==> config.mk <==
export PLATFORM = sky130hd
export DESIGN_NAME = axi_slice_rr_arbiter
export DESIGN_NICKNAME = d
export VERILOG_FILES = /design/src/rtl/axi_slice_arb_pkg.sv /design/src/rtl/axi_slice_rr_arbiter_rr_pick_comb.sv /design/src/rtl/axi_slice_rr_arbiter.sv
export SDC_FILE = /design/constraint.sdc
export NUM_CORES = 1
export LEC_CHECK = 0
export ABC_AREA = 1
export CAP_MARGIN = 25
export CORE_MARGIN = 4
export CORE_UTILIZATION = 30
export CTS_BUF_LIST = sky130_fd_sc_hd__clkbuf_4 sky130_fd_sc_hd__clkbuf_8 sky130_fd_sc_hd__clkbuf_16
export DETAILED_ROUTE_END_ITERATION = 16
export PLACE_DENSITY = 0.82
export SLEW_MARGIN = 25
export SYNTH_ARGS = -nofsm -noshare
export SYNTH_HDL_FRONTEND = slang
export SYNTH_SLANG_ARGS = --single-unit
==> constraint.sdc <==
create_clock -name clk_i -period 2.8 [get_ports clk_i]
set_input_delay 0.84 -clock clk_i [delete_from_list [all_inputs] [get_ports clk_i]]
set_output_delay 0.84 -clock clk_i [all_outputs]
set_load 0.01 [all_outputs]
==> src/rtl/axi_slice_arb_pkg.sv <==
// Shared types and helpers for the round-robin AXI slice arbiter.
package axi_slice_arb_pkg;

  // Upper bound on requester count the pick helper can scan.
  localparam int unsigned MAX_REQ   = 32;
  localparam int unsigned MAX_REQ_W = 5;

  typedef enum logic {
    IDLE = 1'b0,
    BUSY = 1'b1
  } arb_state_e;

  // Index width for n requesters; a single requester still gets one bit.
  function automatic int unsigned idx_width(input int unsigned n);
    return (n > 1) ? unsigned'($clog2(n)) : 1;
  endfunction

  // First set bit of (valid & ~mask) scanning upward from start, modulo n.
  // Rotate so start lands at bit 0, priority-encode, then rotate back.
  function automatic int unsigned rr_pick(input logic [MAX_REQ-1:0] valid,
                                          input int unsigned        start,
                                          input logic [MAX_REQ-1:0] mask,
                                          input int unsigned        n);
    logic [MAX_REQ-1:0] vm;
    logic [MAX_REQ-1:0] rot;
    int unsigned        j;
    int unsigned        k;
    int unsigned        win;
    vm  = valid & ~mask;
    rot = '0;
    win = 0;
    for (int unsigned i = 0; i < MAX_REQ; i++) begin
      if (i < n) begin
        j = start + i;
        if (j >= n) j = j - n;
        rot[i[MAX_REQ_W-1:0]] = vm[j[MAX_REQ_W-1:0]];
      end
    end
    for (int unsigned i = 0; i < MAX_REQ; i++) begin
      k = MAX_REQ - 1 - i;
      if (k < n && rot[k[MAX_REQ_W-1:0]]) win = k;
    end
    j = start + win;
    if (j >= n) j = j - n;
    return j;
  endfunction

endpackage

==> src/rtl/axi_slice_rr_arbiter_rr_pick_comb.sv <==
// Combinational round-robin pick: rotate, priority-encode, unrotate.
module rr_pick_comb
  import axi_slice_arb_pkg::*;
#(
  parameter int unsigned NUM_REQ = 4,
  parameter int unsigned IDX_W   = 2
) (
  input  logic [NUM_REQ-1:0] valid_i,
  input  logic [NUM_REQ-1:0] mask_i,
  input  logic [IDX_W-1:0]   start_i,
  output logic               found_o,
  output logic [IDX_W-1:0]   idx_o
);

  int unsigned win;

  // Winner index and whether any unmasked requester is valid.
  always_comb begin
    win     = rr_pick(MAX_REQ'(valid_i), 32'(start_i), MAX_REQ'(mask_i), NUM_REQ);
    idx_o   = IDX_W'(win);
    found_o = |(valid_i & ~mask_i);
  end

endmodule

==> src/rtl/axi_slice_rr_arbiter.sv <==
// Round-robin arbiter sharing one AXI slice channel between NUM_REQ masters,
// optionally holding the grant across a burst until the last beat.
module axi_slice_rr_arbiter
  import axi_slice_arb_pkg::*;
#(
  parameter int unsigned NUM_REQ    = 4,
  parameter int unsigned DATA_WIDTH = 32,
  parameter int unsigned LOCK_BURST = 1,
  parameter int unsigned IDX_W      = idx_width(NUM_REQ)
) (
  input  logic                               clk_i,
  input  logic                               rst_i,
  input  logic [NUM_REQ-1:0]                 req_valid_i,
  output logic [NUM_REQ-1:0]                 req_ready_o,
  input  logic [NUM_REQ-1:0][DATA_WIDTH-1:0] req_data_i,
  input  logic [NUM_REQ-1:0]                 req_last_i,
  output logic                               valid_o,
  input  logic                               ready_i,
  output logic [DATA_WIDTH-1:0]              data_o,
  output logic                               last_o,
  output logic [IDX_W-1:0]                   idx_o,
  output logic                               busy_o
);

  arb_state_e          state_q, state_d;
  logic [IDX_W-1:0]    gnt_q, gnt_d;
  logic [IDX_W-1:0]    rr_ptr_q, rr_ptr_d;

  logic [IDX_W-1:0]      sel;
  logic [IDX_W-1:0]      gnt_nxt;
  logic [NUM_REQ-1:0]    gnt_mask;
  logic                  gnt_valid;
  logic                  gnt_last;
  logic [DATA_WIDTH-1:0] gnt_data;
  logic                  idle_found, rel_found;
  logic [IDX_W-1:0]      idle_idx, rel_idx;
  logic                  beat, rel;

  // Output mux of the granted requester; forced to index 0 while in reset.
  always_comb begin
    sel       = rst_i ? '0 : gnt_q;
    gnt_valid = 1'b0;
    gnt_last  = 1'b0;
    gnt_data  = '0;
    gnt_mask  = '0;
    for (int unsigned i = 0; i < NUM_REQ; i++) begin
      if (sel == IDX_W'(i)) begin
        gnt_valid = req_valid_i[i];
        gnt_last  = req_last_i[i];
        gnt_data  = req_data_i[i];
      end
      gnt_mask[i] = (gnt_q == IDX_W'(i));
    end
    gnt_nxt = (gnt_q == IDX_W'(NUM_REQ - 1)) ? '0 : gnt_q + IDX_W'(1);
  end

  rr_pick_comb #(
    .NUM_REQ (NUM_REQ),
    .IDX_W   (IDX_W)
  ) u_pick_idle (
    .valid_i (req_valid_i),
    .mask_i  ('0),
    .start_i (rr_ptr_q),
    .found_o (idle_found),
    .idx_o   (idle_idx)
  );

  rr_pick_comb #(
    .NUM_REQ (NUM_REQ),
    .IDX_W   (IDX_W)
  ) u_pick_rel (
    .valid_i (req_valid_i),
    .mask_i  (gnt_mask),
    .start_i (gnt_nxt),
    .found_o (rel_found),
    .idx_o   (rel_idx)
  );

  // Next-state, grant/pointer update and handshake outputs.
  always_comb begin
    state_d     = state_q;
    gnt_d       = gnt_q;
    rr_ptr_d    = rr_ptr_q;
    valid_o     = 1'b0;
    req_ready_o = '0;
    busy_o      = 1'b0;
    beat        = 1'b0;
    rel         = 1'b0;
    data_o      = gnt_data;
    last_o      = gnt_last;
    idx_o       = rst_i ? '0 : gnt_q;
    if (!rst_i) begin
      unique case (state_q)
        IDLE: begin
          if (idle_found) begin
            gnt_d   = idle_idx;
            state_d = BUSY;
          end
        end
        BUSY: begin
          busy_o      = 1'b1;
          valid_o     = gnt_valid;
          req_ready_o = gnt_mask & {NUM_REQ{ready_i}};
          beat        = gnt_valid & ready_i;
          rel         = beat & ((LOCK_BURST == 0) | gnt_last);
          if (rel) begin
            rr_ptr_d = gnt_nxt;
            if (rel_found) gnt_d = rel_idx;
            else           state_d = IDLE;
          end
        end
        default: state_d = IDLE;
      endcase
    end
  end

  // State, grant and round-robin pointer registers.
  always_ff @(posedge clk_i) begin
    if (rst_i) begin
      state_q  <= IDLE;
      gnt_q    <= '0;
      rr_ptr_q <= '0;
    end else begin
      state_q  <= state_d;
      gnt_q    <= gnt_d;
      rr_ptr_q <= rr_ptr_d;
    end
  end

endmodule

==> results.md <==
- Syn nets: between 500 and 600
- Mapped Cells: roughly 360
- Worst-Skew Late Latency: between 0.2 and 0.25 ns
- Post-synth EDFFs: 0
- Worst-case clock buffer depth: 2
- Worst Hold Endpoint: gnt_q[0]
- Worst vdd ir: ~0.27 mV
- Final antenna-violating net count: 0
- Vias/cell: approximately 5.0
- Fin crit share: 0.986
- Hold-critical path depth: 4
- Count of cell types in the netlist: 27
- Vias: ~3300
- Slew HR: 0.759
- Number of global-route vias before repair: around 3300
- Top_reg_cell synth: dfxtp_1
- Largest net degree at the start of global routing: 20
- Ys Warns: 0
- RSZ-0062 raised after global routing: yes
- Reg-to-reg setup timing slack: about 0.38 ns
- Skew final: ~0.00081 ns
- Die H: around 85 µm
- Routability Congestion: just under 0.9
- Slew Limit Fails: 0
- Hpwl dp: ~8100 µm
- Combinational cell fraction of total power: 0.832
- Pre-Repair DR Iteration Count: 5
- Synthesized flop and latch total: 5
- Max-Cap Viols: 0
- Top cell type's share of synthesized area: 0.348
- Worst-path clk slew: ~0.04 ns
- Synth top area cells: nand2_1 35%, nand3_1 14%, nand4_1 12%
- Crit-path max FO: 12
- CP Launch Type: input port
- Worst R2R End: gnt_q[1]
- Sw frac: 0.473
- Synth Area per Inst: a little under 5 µm²
- Async S/R FF share, synth: 0
- Max Freq: 0.362 GHz
- WL/cell: between 15 and 20 µm
- WP data required: between 1.5 and 2 ns
- Die area: about 0.0073 mm²
- Status: completed
- FF-to-FF Start: gnt_q[1]
- First-pass GRT wire length: around 16000 µm
- Crit end category: primary output
- Routed WL: 10600 µm
- Final core area utilization: 0.711
- Antenna Cells: 0
- P_leak: around 0.0019 µW
- CTS tree: built
- # setup viols final: 0
- Crit path DAT: between 1.5 and 2 ns
- Psw: 699 µW
- IO Count: between 150 and 200
- CTS sink count: 5
- Sum Neg Setup Slack: 0 ns
- Final nets: roughly 730
- H-tree depth: 1
- Hold_sp: state_q
- Core area: approximately 0.0056 mm²
- Tightest Pin Transition: 0.359 ns
- P_int: between 700 and 800 µW
- Sequential fraction of the synthesis area: 0.0560
- Synth top cells by count: 166 x nand2_1, 49 x nand3_1, 33 x nand4_1
- Synthesized area: 0.00179 mm²
- Cell row count: 27
- Residual DRC: 0
- HP Class: flip-flop to flip-flop
- Initial Util: 0.317
- Critical path class: input port to primary output
- Gr usage total: 0.278
- Clk pwr share: 0.101
- Initial DRC Count: 268
- CTS buffer count: 3
- Power per cell area: 368 mW/mm²
- Overflow after GRT: 0
- Tmin final: around 2.8 ns
- Share of cells above drive strength 1: 0.191
- Sequential Power Share: 0.068
- Layout area overhead: 124%
- Die W: ~85 µm
- # port buffers: between 150 and 200
- Fin. Hold Viols: 0
- CTS root buffer: clkbuf_8
- Most frequent cell after synthesis: nand2_1
- Crit path from: rst_i
- Initial antenna violation count: 0
- Post-synth top area cell: nand2_1
- FF-to-FF path depth: 16
## cells by family (layout without fill, tap and decap cells)
group / Yosys count / count (layout) / synth area share
compound gates: 16 / 16 / 0.0511
simple gates: 283 / 283 / 0.712
flops: 5 / 5 / 0.0560
fa+ha+maj: 12 / 12 / 0.0840
buf+inv: 46 / 265 / 0.0973
## registers in the layout, indices dropped and copies added, names as in the netlist
name,cells
gnt_q,2
rr_ptr_q,2
state_q,1
## per-stage QoR
step           power (µW)  setup WS (ns)  area [µm²]  std cells  hold WS [ns]
6_report             1480         0.0382        4010        653         0.648
5_1_grt              1610        -0.0365        4010        653         0.683
4_1_cts              1480        0.00140        4130        654         0.646
3_5_place_dp         1320         -0.729        3860        625         0.631
3_3_place_gp         1300         -0.735        3860        625         0.623
2_1_floorplan         711          0.241        1790        362         0.576
## power by group through the flow
stage	Sequential (µW)	Combinational, µW	Clock (µW)
finish	100	1230	148
global placement	93.9	1210	0
detailed placement	94.1	1230	0
global route	102	1350	156
CTS	96.6	1240	147
floorplan	99.3	612	0
## metal layers
layer | global-route usage | vias up | wire length [µm]
li1 | - | 1640 | -
met5 | 0 | - | 0
met1 | 0.312 | 1431 | 3830
met3 | 0.0845 | 28 | 949
met2 | 0.511 | 174 | 5540
met4 | 0.0619 | 0 | 245
## what timing repair did
item                                    in CTS  in global routing
hold buffers                                 0                  0
resized for setup                          148                 24
pin swaps                                    5                  4
buffers inserted                            21                  4
endpoints found under the setup margin      41                 33
cloned                                       4                  0
## critical path: stages
cell             delay, ns
buf_2                 0.12
inv_4                 0.09
nand2_8               0.08
nor2_4                0.15
buf_4                 0.14
buf_12                0.12
nand2_1               0.05
nand4_1               0.08
clkdlybuf4s15_1       0.24
## area by class of cell
cell class | instances | area [µm²]
Clock buffer | 4 | 48.8
Timing Repair Buffer | 232 | 2110
Multi-Input combinational cell | 311 | 1550
Fill cell | 477 | 1630
Tap cell | 72 | 90.1
Sequential cell | 5 | 100
Inverter | 29 | 111
## how the worst max path moves through the flow
stage / cells after the start / end / slack [ns]
2_1_floorplan: 6 / data_o[0] / 0.24
3_3_place_gp: 8 / data_o[28] / -0.74
3_5_place_dp: 8 / data_o[7] / -0.73
4_1_cts: 11 / data_o[10] / 0.001
5_1_grt: 9 / data_o[4] / -0.04
6_report: 9 / data_o[4] / 0.04
## cells in the final DEF, fill, tap and decap left out, drive strengths merged
cell type and n:
inv 29, or2 1, nand4 34, nand3b 1, nand3 49, clkbuf 6
nor4 1, dfxtp 5, ha 12, clkdlybuf4s50 138, nand2 170, dlygate4sd2 5
nor3 5, a21oi 4, o31ai 1, and2 1, o211ai 1, clkdlybuf4s15 1
nor2 21, o21ai 9, buf 86, a21boi 1
(Power assumes the default switching activity.)
